**src/rtl/fetch_stage_pkg.sv**
```systemverilog
// Shared core definitions: immediate classes and RV32 opcodes used by fetch and
// by the downstream sign extender.
package fetch_stage_pkg;

  typedef enum logic [2:0] {
    IMM_NONE = 3'b000,
    IMM_I    = 3'b001,
    IMM_B    = 3'b010,
    IMM_U    = 3'b011,
    IMM_J    = 3'b100,
    IMM_S    = 3'b101
  } imm_t;

  localparam logic [6:0] OP_IMM    = 7'b0010011;
  localparam logic [6:0] OP_LOAD   = 7'b0000011;
  localparam logic [6:0] OP_JALR   = 7'b1100111;
  localparam logic [6:0] OP_BRANCH = 7'b1100011;
  localparam logic [6:0] OP_LUI    = 7'b0110111;
  localparam logic [6:0] OP_AUIPC  = 7'b0010111;
  localparam logic [6:0] OP_JAL    = 7'b1101111;
  localparam logic [6:0] OP_STORE  = 7'b0100011;
  localparam logic [6:0] OP_REG    = 7'b0110011;

  typedef enum logic {F_IDLE, F_WAIT} fstate_t;

  function automatic imm_t imm_of(input logic [6:0] op);
    case (op)
      OP_IMM, OP_LOAD, OP_JALR: imm_of = IMM_I;
      OP_BRANCH:                imm_of = IMM_B;
      OP_LUI, OP_AUIPC:         imm_of = IMM_U;
      OP_JAL:                   imm_of = IMM_J;
      OP_STORE:                 imm_of = IMM_S;
      default:                  imm_of = IMM_NONE;
    endcase
  endfunction

endpackage

```
**src/rtl/fetch_stage_if.sv**
```systemverilog
// Fetch-stage bus: instruction-memory request/response, redirect, and decode handoff.
interface fetch_stage_if;
  import fetch_stage_pkg::*;

  logic        imem_req_valid;
  logic        imem_req_ready;
  logic [31:0] imem_addr;
  logic        imem_rsp_valid;
  logic [31:0] imem_rsp_data;
  logic        redirect_valid;
  logic [31:0] redirect_pc;
  logic        instr_valid;
  logic        instr_ready;
  logic [31:0] instr_out;
  logic [31:0] pc_out;
  imm_t        imm_type;

  modport master (
    output imem_req_valid, imem_addr, instr_valid, instr_out, pc_out, imm_type,
    input  imem_req_ready, imem_rsp_valid, imem_rsp_data, redirect_valid, redirect_pc,
           instr_ready
  );

  modport slave (
    input  imem_req_valid, imem_addr, instr_valid, instr_out, pc_out, imm_type,
    output imem_req_ready, imem_rsp_valid, imem_rsp_data, redirect_valid, redirect_pc,
           instr_ready
  );
endinterface

```
**src/rtl/fetch_stage_fifo.sv**
```systemverilog
// Small flushable FIFO holding {pc, instr} pairs between fetch and decode.
module fetch_fifo #(
  parameter int DEPTH = 2,
  parameter int WIDTH = 64,
  localparam int AW = (DEPTH > 1) ? $clog2(DEPTH) : 1,
  localparam int CW = $clog2(DEPTH + 1)
) (
  input  logic             clk,
  input  logic             rst,
  input  logic             i_flush,
  input  logic             i_push,
  input  logic [WIDTH-1:0] i_wdata,
  input  logic             i_pop,
  output logic [WIDTH-1:0] o_rdata,
  output logic             o_empty,
  output logic [CW-1:0]    o_count
);
  logic [DEPTH-1:0][WIDTH-1:0] r_mem;
  logic [AW-1:0]               r_rd, r_wr;
  logic [CW-1:0]               r_cnt;
  logic                        w_pop, w_push;

  // A push into a full FIFO is accepted only when the head leaves in the same cycle.
  assign w_pop  = i_pop & ~o_empty;
  assign w_push = i_push & ((r_cnt != CW'(DEPTH)) | w_pop);

  always_ff @(posedge clk or posedge rst) begin
    if (rst) begin
      r_mem <= '0;
      r_rd  <= '0;
      r_wr  <= '0;
      r_cnt <= '0;
    end else if (i_flush) begin
      r_rd  <= '0;
      r_wr  <= '0;
      r_cnt <= '0;
    end else begin
      if (w_push) begin
        r_mem[r_wr] <= i_wdata;
        r_wr        <= (r_wr == AW'(DEPTH - 1)) ? '0 : r_wr + AW'(1);
      end
      if (w_pop) r_rd <= (r_rd == AW'(DEPTH - 1)) ? '0 : r_rd + AW'(1);
      r_cnt <= r_cnt + CW'(w_push) - CW'(w_pop);
    end
  end

  assign o_rdata = r_mem[r_rd];
  assign o_empty = (r_cnt == '0);
  assign o_count = r_cnt;
endmodule

```
**src/rtl/fetch_stage.sv**
```systemverilog
// Instruction fetch: PC sequencing, single-outstanding imem requests, epoch-based
// squashing of stale responses, and a 2-deep buffer toward decode.
module fetch_stage
  import fetch_stage_pkg::*;
#(
  parameter logic [31:0] RESET_PC = 32'h0000_0000
) (
  input  logic          clk,
  input  logic          rst,
  fetch_stage_if.master bus
);
  fstate_t     r_state, w_state_nxt;
  logic [31:0] r_pc, r_req_pc;
  logic        r_epoch, r_req_epoch;
  logic [1:0]  r_inflight;
  logic        w_old, w_rsp_ours, w_push, w_pop, w_accept, w_empty;
  logic [1:0]  w_cnt, w_load;
  logic [63:0] w_head;

  // Responses owed to requests issued before a reset arrive first (in order);
  // anything beyond our own single outstanding request is one of those.
  assign w_old      = r_inflight > {1'b0, r_state == F_WAIT};
  assign w_rsp_ours = bus.imem_rsp_valid & (r_state == F_WAIT) & ~w_old;
  assign w_push     = w_rsp_ours & (r_req_epoch == r_epoch) & ~bus.redirect_valid;
  assign w_pop      = bus.instr_ready & ~w_empty & ~bus.redirect_valid;

  // Buffer slots already spoken for once this cycle's pop retires.
  assign w_load = w_cnt - {1'b0, w_pop} + {1'b0, r_state == F_WAIT};

  assign bus.imem_req_valid = ~rst & ~bus.redirect_valid &
                              ((r_state == F_IDLE) | w_rsp_ours) & (w_load < 2'd2);
  assign bus.imem_addr      = r_pc;
  assign w_accept           = bus.imem_req_valid & bus.imem_req_ready;

  always_comb begin
    w_state_nxt = r_state;
    case (r_state)
      F_IDLE: if (w_accept) w_state_nxt = F_WAIT;
      F_WAIT: if (w_rsp_ours && !w_accept) w_state_nxt = F_IDLE;
    endcase
  end

  always_ff @(posedge clk or posedge rst) begin
    if (rst) begin
      r_state     <= F_IDLE;
      r_pc        <= RESET_PC;
      r_req_pc    <= '0;
      r_epoch     <= 1'b0;
      r_req_epoch <= 1'b0;
    end else begin
      r_state <= w_state_nxt;
      if (bus.redirect_valid) begin
        r_pc    <= {bus.redirect_pc[31:2], 2'b00};
        r_epoch <= ~r_epoch;
      end else if (w_accept) begin
        r_pc <= r_pc + 32'd4;
      end
      if (w_accept) begin
        r_req_pc    <= r_pc;
        r_req_epoch <= r_epoch;
      end
    end
  end

  // Intentionally outside reset: it must remember requests still in memory across rst.
  always_ff @(posedge clk)
    r_inflight <= r_inflight + {1'b0, w_accept} -
                  {1'b0, bus.imem_rsp_valid & (r_inflight != 2'd0)};

  fetch_fifo #(.DEPTH(2), .WIDTH(64)) u_fifo (
    .clk     (clk),
    .rst     (rst),
    .i_flush (bus.redirect_valid),
    .i_push  (w_push),
    .i_wdata ({r_req_pc, bus.imem_rsp_data}),
    .i_pop   (w_pop),
    .o_rdata (w_head),
    .o_empty (w_empty),
    .o_count (w_cnt)
  );

  assign bus.instr_valid = ~w_empty;
  assign bus.instr_out   = w_empty ? 32'h0 : w_head[31:0];
  assign bus.pc_out      = w_empty ? 32'h0 : w_head[63:32];
  assign bus.imm_type    = w_empty ? IMM_NONE : imm_of(w_head[6:0]);
endmodule

```
**src/flat_wrapper.sv**
```systemverilog
// flat-port wrapper written by rule: the top's interface ports become plain ports
module fetch_stage_flat import fetch_stage_pkg::*;
#(
  parameter logic [31:0] RESET_PC = 32'h0000_0000
)
  (clk, rst, bus_imem_req_valid, bus_imem_addr, bus_instr_valid, bus_instr_out, bus_pc_out, bus_imm_type, bus_imem_req_ready, bus_imem_rsp_valid, bus_imem_rsp_data, bus_redirect_valid, bus_redirect_pc, bus_instr_ready);
  fetch_stage_if bus_i ();
  input  logic clk;
  input  logic rst;
  output wire logic [$bits(bus_i.imem_req_valid)-1:0] bus_imem_req_valid;
  output wire logic [$bits(bus_i.imem_addr)-1:0] bus_imem_addr;
  output wire logic [$bits(bus_i.instr_valid)-1:0] bus_instr_valid;
  output wire logic [$bits(bus_i.instr_out)-1:0] bus_instr_out;
  output wire logic [$bits(bus_i.pc_out)-1:0] bus_pc_out;
  output wire logic [$bits(bus_i.imm_type)-1:0] bus_imm_type;
  input wire logic [$bits(bus_i.imem_req_ready)-1:0] bus_imem_req_ready;
  input wire logic [$bits(bus_i.imem_rsp_valid)-1:0] bus_imem_rsp_valid;
  input wire logic [$bits(bus_i.imem_rsp_data)-1:0] bus_imem_rsp_data;
  input wire logic [$bits(bus_i.redirect_valid)-1:0] bus_redirect_valid;
  input wire logic [$bits(bus_i.redirect_pc)-1:0] bus_redirect_pc;
  input wire logic [$bits(bus_i.instr_ready)-1:0] bus_instr_ready;
  assign bus_imem_req_valid = bus_i.imem_req_valid;
  assign bus_imem_addr = bus_i.imem_addr;
  assign bus_instr_valid = bus_i.instr_valid;
  assign bus_instr_out = bus_i.instr_out;
  assign bus_pc_out = bus_i.pc_out;
  assign bus_imm_type = bus_i.imm_type;
  assign bus_i.imem_req_ready = bus_imem_req_ready;
  assign bus_i.imem_rsp_valid = bus_imem_rsp_valid;
  assign bus_i.imem_rsp_data = bus_imem_rsp_data;
  assign bus_i.redirect_valid = bus_redirect_valid;
  assign bus_i.redirect_pc = bus_redirect_pc;
  assign bus_i.instr_ready = bus_instr_ready;
  fetch_stage #(.RESET_PC(RESET_PC)) u_core (.clk(clk), .rst(rst), .bus(bus_i));
endmodule
```
**config.mk**
```make
export PLATFORM = sky130hd
export DESIGN_NAME = fetch_stage_flat
export DESIGN_NICKNAME = d
export VERILOG_FILES = /design/src/rtl/fetch_stage_pkg.sv /design/src/rtl/fetch_stage_if.sv /design/src/rtl/fetch_stage_fifo.sv /design/src/rtl/fetch_stage.sv /design/src/flat_wrapper.sv
export SDC_FILE = /design/constraint.sdc
export NUM_CORES = 1
export LEC_CHECK = 0
export BUFFER_PORTS_ARGS = -buffer_cell sky130_fd_sc_hd__buf_2
export CAP_MARGIN = 20
export CORE_MARGIN = 2
export CORE_UTILIZATION = 48
export DETAILED_ROUTE_END_ITERATION = 10
export PLACE_DENSITY = 0.67
export SLEW_MARGIN = 0
export SYNTH_ARGS = -nofsm -noshare
export SYNTH_HDL_FRONTEND = slang
export SYNTH_SLANG_ARGS = --single-unit
```
**constraint.sdc**
```tcl
create_clock -name clk -period 7.8 [get_ports clk]
set_input_delay 0 -clock clk [delete_from_list [all_inputs] [get_ports clk]]
set_output_delay 0 -clock clk [all_outputs]
set_load 0.01 [all_outputs]
```
; Yosys cells after proc, flatten, opt, wreduce, memory -nomap -nowiden
; Cells that the tools add are included.
[totals]
ff_bits = 201
latchBits = 0
ramBits = 0
mem_bits_ro = 0
inputBits = 70
out_inout_bits = 101
wordCells = 88
n_memories = 0
[classes]
n_addsub = 9
mul = 0
div_mod_pow = 0
n_lt_le_gt_ge = 5
n_eq_ne = 10
n_shift = 0
n_mux = 21
n_bitwise = 21
reduce_logical = 11
[ops]
columns = op, n
row1 = $mux W64, 3
row2 = $bwmux W128, 1
row3 = $mux W32, 4
row4 = $demux W64 S1, 1
row5 = $add A32 B3 Y32 const B, 1
row6 = $eq A7 B7 Y1 const B, 3
row7 = $pmux W3 S5, 1
row8 = $eq A7 B5 Y1 const B, 2
row9 = $eq A7 B6 Y1 const B, 2
row10 = $and A1 B1 Y1, 13
row11 = $mux W1, 8
row12 = $reduce_bool A2 Y1, 4
row13 = $eq A7 B2 Y1 const B, 1
row14 = $add A2 B1 Y2, 3
row15 = $not A1 Y1, 6
row16 = $sub A2 B1 Y2, 3
row17 = $lt A1 B2 Y1 const B, 2
row18 = $mux W3, 1
row19 = $reduce_or A3 Y1, 1
row20 = $add A1 B1 Y1 const B, 2
row21 = $gt A2 B1 Y1, 1
row22 = $logic_and A1 B1 Y1, 2
row23 = $logic_not A2 Y1, 1
row24 = $lt A2 B2 Y1 const B, 1
row25 = 9 further kinds, 10

; Depth between registers and ports, before layout
[logic_depth]
word_depth = 13
mapped_depth = 14
depth_no_buf = 12

; Hierarchy
; A second synthesis with hierarchy kept.
[unflattened]
cells_unflattened = 826
area_unflattened_um2 = 9771.9
[by_module_without_submodules]
columns = mod, n_inst, cells_each, area_per_inst_um2
row1 = fetch_fifo, 1, 364, 5918.2
row2 = fetch_stage, 1, 462, 3853.7

; Worst setup path before layout
; OpenSTA, ideal clock, no wires.
[synth_path]
path_type = register -> register
start = register u_core.u_fifo.r_cnt[1] (netlist: u_core.u_fifo.o_count[1])
end = register u_core.r_inflight[1]
setup_ps = 72
t_arrival_ps = 2902
required_ps = 7728
slack_ps = 4826
path_stages_with_launch = 15
synth_period_minus_slack_ps = 2974
cell_sequence = dfrtp_1 nor2_1 inv_1 nand2_1 nor2_1 ha_1 nand2b_1 xnor2_2 nand3_1 inv_1 buf_2 buf_2 ha_1 xnor2_1 xnor2_1
[synth_via]
elab_chain_len = 11
[synth_lines]
columns = element, line
row1 = start: declaration, fetch_stage_fifo.sv:20  ; logic [CW-1:0] r_cnt;
row2 = start signal: assignment, fetch_stage_fifo.sv:43  ; r_cnt <= r_cnt + CW'(w_push) - CW'(w_pop);
row3 = $logic_not A2 Y1, fetch_stage_fifo.sv:48  ; assign o_empty = (r_cnt == '0);
row4 = $not A1 Y1, n/a
row5 = via bus_instr_valid, flat_wrapper.sv:12  ; output wire logic [$bits(bus_i.instr_valid)-1:0] bus_instr_valid;
row6 = $and A1 B1 Y1 (2 in a row), fetch_stage.sv:25  ; assign w_pop = bus.instr_ready & ~w_empty & ~bus.redirect_valid;
row7 = $sub A2 B1 Y2, fetch_stage.sv:28  ; assign w_load = w_cnt - {1'b0, w_pop} + {1'b0, r_state == F_WAIT};
row8 = $add A2 B1 Y2, fetch_stage.sv:28
row9 = $lt A2 B2 Y1, fetch_stage.sv:31  ; ((r_state == F_IDLE) | w_rsp_ours) & (w_load < 2'd2);
row10 = $and A1 B1 Y1, fetch_stage.sv:31
row11 = $and A1 B1 Y1, fetch_stage.sv:33  ; assign w_accept = bus.imem_req_valid & bus.imem_req_ready;
row12 = via u_core.w_accept, fetch_stage.sv:16  ; logic w_old, w_rsp_ours, w_push, w_pop, w_accept, w_empty;
row13 = $add A2 B1 Y2, fetch_stage.sv:67  ; r_inflight <= r_inflight + {1'b0, w_accept} -
row14 = $sub A2 B1 Y2, fetch_stage.sv:67
row15 = end signal: assignment, fetch_stage.sv:67
row16 = end: declaration, fetch_stage.sv:15  ; logic [1:0] r_inflight;
; The timed path passes the listed nets, and every way through them passes these cells.
; A chain may end at the register's enable or synchronous reset.

; Final worst setup path
[layout_path]
start = register u_core.u_fifo.r_cnt[1] (netlist: u_core.u_fifo.o_count[1])
end = register u_core.r_pc[15] (netlist: u_core.bus.imem_addr[15])
[layout_via]
elab_chain_len = 10
[layout_lines]
columns = element, line
row1 = $logic_not A2 Y1, fetch_stage_fifo.sv:48
row2 = $not A1 Y1, fetch_stage.sv:25
row3 = $and A1 B1 Y1 (2 in a row), fetch_stage.sv:25
row4 = $sub A2 B1 Y2 *, fetch_stage.sv:28
row5 = $add A2 B1 Y2 *, fetch_stage.sv:28
row6 = $lt A2 B2 Y1 *, fetch_stage.sv:31
row7 = $and A1 B1 Y1 *, fetch_stage.sv:31
row8 = $and A1 B1 Y1 *, fetch_stage.sv:33
row9 = $reduce_bool A2 Y1 (no line) *, n/a
row10 = end signal: assignment, fetch_stage.sv:53  ; r_pc <= {bus.redirect_pc[31:2], 2'b00};
row11 = end signal: assignment, fetch_stage.sv:56  ; r_pc <= r_pc + 32'd4;
row12 = end: declaration, fetch_stage.sv:13  ; logic [31:0] r_pc, r_req_pc;
; Mark *: on every way between the ends. The rest lies on a longest branch, timed or not.

==> impl_metrics.prom <==
# TYPE chip_impl_metric gauge
chip_impl_info{name="unrepaired_setup_endpoints_after_global_routing",value="no"} 1
chip_impl_metric{name="yosysSeqAreaShare",unit="%"} 52.51
chip_impl_metric{name="worst_ir_drop_vdd",unit="V"} 0.0001601
chip_impl_metric{name="num_vias",unit=""} 6864
chip_impl_metric{name="hold_violation_count_in_the_final_report",unit=""} 0
chip_impl_metric{name="post_route_cells_drive_above_1_share",unit="%"} 32.54
chip_impl_metric{name="placed_area",unit="sq mm"} 0.01012
chip_impl_metric{name="die_span_x",unit="um"} 142.3
chip_impl_metric{name="power.density_cell_area",unit="mW/mm^2"} 262.8
chip_impl_metric{name="critical_path_arrival",unit="ns"} 3.98
chip_impl_metric{name="max_cap_violations",unit=""} 0
chip_impl_metric{name="setup_viol",unit=""} 0
chip_impl_metric{name="drc",unit=""} 0
chip_impl_info{name="end_kind",value="register"} 1
chip_impl_metric{name="number_of_storage_elements_in_the_synthesis_netlist",unit=""} 193
chip_impl_metric{name="cts.path.max_buffers",unit=""} 2
chip_impl_metric{name="drt-total-wl",unit="um"} 21490
chip_impl_metric{name="yosys.cell_types.count",unit=""} 52
chip_impl_metric{name="dp_hpwl",unit="um"} 13320
chip_impl_metric{name="global_route.usage.met3",unit="%"} 4.206
chip_impl_metric{name="design.die.area",unit="sq mm"} 0.02025
chip_impl_metric{name="cp_max_fo",unit=""} 67
chip_impl_metric{name="fp.dieH",unit="um"} 142.3
chip_impl_metric{name="initial_core_util",unit="%"} 49.07
chip_impl_metric{name="h-tree-depth",unit=""} 4
chip_impl_metric{name="detail_route.first_pass.iterations",unit=""} 6
chip_impl_metric{name="first_iter_violations",unit=""} 337
chip_impl_metric{name="final_tns_setup",unit="ns"} 0
chip_impl_metric{name="num_io_pins",unit=""} 171
chip_impl_metric{name="synthCells",unit=""} 826
chip_impl_metric{name="report.final.slew_viol_count",unit=""} 0
chip_impl_metric{name="track_usage",unit="%"} 21.86
chip_impl_metric{name="worst-r2r-setup-slack",unit="ns"} 4.14
chip_impl_metric{name="core.rowCount",unit=""} 50
chip_impl_metric{name="met1_grt_util",unit="%"} 30.93
chip_impl_metric{name="gp_congestion",unit=""} 0.8370
chip_impl_metric{name="seq_area",unit="sq mm"} 0.004823
chip_impl_metric{name="post_cts_setup_repair_bufs",unit=""} 0
chip_impl_metric{name="cts_sinks",unit=""} 193
chip_impl_metric{name="global_route_wire_length_before_repair",unit="um"} 35090
chip_impl_metric{name="synthesis.yosys.warnings",unit=""} 0
chip_impl_metric{name="total_clock_buffers_created_by_cts",unit=""} 17
chip_impl_metric{name="ant_nets",unit=""} 0
chip_impl_metric{name="setup_slack_at_placement",unit="ns"} 4.106
chip_impl_info{name="global_route.peak_usage_layer",value="met2"} 1
chip_impl_info{name="min-delay-path-class",value="primary input to register"} 1
chip_impl_metric{name="nets",unit=""} 1112
chip_impl_metric{name="grt-ovfl-total",unit=""} 0
chip_impl_info{name="cts_tree",value="done"} 1
chip_impl_metric{name="number_of_global_route_vias_before_repair",unit=""} 6727
chip_impl_metric{name="routed_via_density",unit=""} 5.354
chip_impl_metric{name="timing.final.ws_setup",unit="ns"} 4.140
chip_impl_metric{name="standard_cell_core_area",unit="sq mm"} 0.01871
chip_impl_metric{name="timing.fmax",unit="GHz"} 0.2732
chip_impl_metric{name="leakage",unit="nW"} 5.523
chip_impl_metric{name="global_route.usage.met2",unit="%"} 34.86
chip_impl_metric{name="synthesized_cell_area",unit="sq mm"} 0.009179
chip_impl_metric{name="ff2ff_path_depth",unit=""} 12
chip_impl_metric{name="timing.slew.headroom",unit="%"} 35.35
chip_impl_metric{name="final.setup_skew",unit="ns"} 0.01366
chip_impl_metric{name="antenna-diode-count",unit=""} 0
chip_impl_metric{name="largest_net_degree_at_the_start_of_global_routing",unit=""} 116
chip_impl_metric{name="syn2layout_area_growth",unit="%"} 23.85
chip_impl_info{name="crit_path_start_kind",value="register"} 1
chip_impl_metric{name="period_needed",unit="ns"} 3.660
chip_impl_metric{name="worst-endpoint-required",unit="ns"} 8.12
chip_impl_metric{name="worst_setup_hold_path_clk_slew",unit="ns"} 0.07
chip_impl_metric{name="fill_cells",unit=""} 1595
chip_impl_metric{name="whs_path_depth",unit=""} 4
chip_impl_metric{name="antenna_found_initial",unit=""} 0
chip_impl_metric{name="area_taken_by_multi_input_logic_gates",unit="sq mm"} 0.004035
chip_impl_info{name="layout_common_cells",value="190 x sky130_fd_sc_hd__dfrtp_1, 164 x sky130_fd_sc_hd__buf_2, 126 x sky130_fd_sc_hd__mux2_2"} 1
chip_impl_metric{name="post-route-period-util",unit="%"} 46.93
chip_impl_info{name="timing_worst_setup_path_type",value="register to register"} 1
chip_impl_metric{name="post_drt_wl_per_cell",unit="um"} 16.76
chip_impl_metric{name="clkLatencyLatePin",unit="ns"} 0.44
chip_impl_metric{name="io_buffer_count",unit=""} 164
chip_impl_info{name="clk_root_buffer_cell",value="sky130_fd_sc_hd__clkbuf_16"} 1
chip_impl_metric{name="final_design_area_no_fill",unit="sq mm"} 0.01137
chip_impl_info{name="most_common_cell_after_layout_fill_and_taps_aside",value="sky130_fd_sc_hd__dfrtp_1"} 1
chip_impl_metric{name="fin_hold_ws",unit="ns"} 0.03265
chip_impl_metric{name="syn_avg_cell_area",unit="sq um"} 11.11
chip_impl_metric{name="max_slew.worst_pin.slew",unit="ns"} 0.9698
chip_impl_info{name="outcome",value="completed"} 1
[cells by family after synthesis]
group,share of synthesized area (%)
flops,52.51
buf+inv,3.844
fa+ha+maj,0.9542
other cells,0.04085
xor+xnor,1.131
simple gates,13.75
compound gates,5.439
mux,22.33
[flip-flops by register name (all words and copies together) (netlist names)]
name,flops
u_core.r_req_pc,30
u_core.u_fifo.r_wr,1
u_core.u_fifo.r_mem,124
u_core.r_state,1
u_core.u_fifo.r_rd,1
u_core.r_inflight,2
u_core.r_epoch,1
u_core.bus.imem_addr,30
u_core.u_fifo.o_count,2
u_core.r_req_epoch,1
[Yosys cell counts, drive strengths merged]
library cell	instances	area [sq um]
a21boi	2	15.01
a21o	5	37.54
a21oi	9	45.04
a221o	8	80.08
a22oi	5	37.54
a2bb2oi	1	8.760
a31o	1	8.760
a31oi	1	6.260
and2	1	6.260
and2b	1	7.510
and3	6	37.54
and4	2	17.52
buf	38	240.2
clkbuf	12	45.04
clkinv	1	3.750
conb	1	3.750
dfrtp	191	4780
dfxtp	2	40.04
ha	7	87.58
inv	17	63.81
mux2	126	1419
mux2i	63	630.6
nand2	120	450.4
nand2b	3	18.77
nand3	23	115.1
nand3b	2	15.01
nand4	10	62.56
nor2	79	299.0
nor2b	5	31.28
nor3	8	40.04
nor3b	2	15.01
nor4	5	37.53
nor4bb	1	10.01
o211ai	6	45.04
o21a	3	22.52
o21ai	25	125.1
o311ai	3	26.28
o31a	2	17.52
o31ai	2	15.01
o41ai	1	8.760
or2	1	6.260
or3	10	62.56
or4	4	30.03
xnor2	6	60.06
xor2	5	43.79
[metrics by stage]
stage	utilization [%]	power [mW]	cells
2_1_floorplan	-	1.900	829
3_3_place_gp	54.11	2.072	1187
3_5_place_dp	54.11	2.097	1187
4_1_cts	60.78	3.021	1282
5_1_grt	60.78	3.175	1282
6_report	60.78	2.988	1282
[report_power, final]
group | internal, mW | total, mW | switching (mW) | leakage [nW]
clock network | 0.464 | 0.892 | 0.429 | 0.300
logic | 0.333 | 0.651 | 0.318 | 2.69
registers | 1.26 | 1.44 | 0.184 | 2.53
[layer usage]
layer  vias up  part of all wire (%)
li1       3288                     -
met1      3383                    48
met2       182                    46
met3        11                   5.1
met4         0                  0.82
met5         -                     0
[timing repair]
item                      in CTS  in global routing
hold endpoints to repair     208                  0
hold buffers                  63                  0
resized for setup              0                  0
[critical path: stages, from the launching register on]
cell and delay, ns:
sky130_fd_sc_hd__dfrtp_1 0.46, sky130_fd_sc_hd__nor2_4 0.12, sky130_fd_sc_hd__buf_4 0.57, sky130_fd_sc_hd__inv_1 0.12, sky130_fd_sc_hd__nand2_1 0.17, sky130_fd_sc_hd__nor2_1 0.06
sky130_fd_sc_hd__ha_1 0.27, sky130_fd_sc_hd__nand2b_1 0.20, sky130_fd_sc_hd__xnor2_2 0.31, sky130_fd_sc_hd__nand3_2 0.12, sky130_fd_sc_hd__buf_4 0.36, sky130_fd_sc_hd__nor4_1 0.38
sky130_fd_sc_hd__mux2_2 0.37
[cell type report]
| cell class | instances | area share, % |
|---|---|---|
| clock inverters | 15 | 1.673 |
| repair buffers | 237 | 13.43 |
| flip-flops and latches | 193 | 42.43 |
| clock buffers | 17 | 3.742 |
| inverters | 18 | 0.6604 |
| multi-input cells | 568 | 35.49 |
| well taps | 234 | 2.575 |
[worst paths after layout]
path,to,startpoint
hold reg to reg,u_core.r_inflight[1]$_DFF_P_,u_core.r_inflight[1]$_DFF_P_
max in group asynchronous,u_core.r_req_pc[15]$_DFFE_PP0P_,rst
hold / removal,u_core.u_fifo.r_rd$_DFFE_PP0P_,bus_instr_ready
setup reg to reg,u_core.bus.imem_addr[15]$_DFFE_PP0P_,u_core.u_fifo.o_count[1]$_DFF_PP0_
min in group asynchronous,u_core.bus.imem_addr[21]$_DFFE_PP0P_,rst
setup / recovery,u_core.bus.imem_addr[15]$_DFFE_PP0P_,u_core.u_fifo.o_count[1]$_DFF_PP0_
Note: power is estimated with default switching activity, not from simulation.
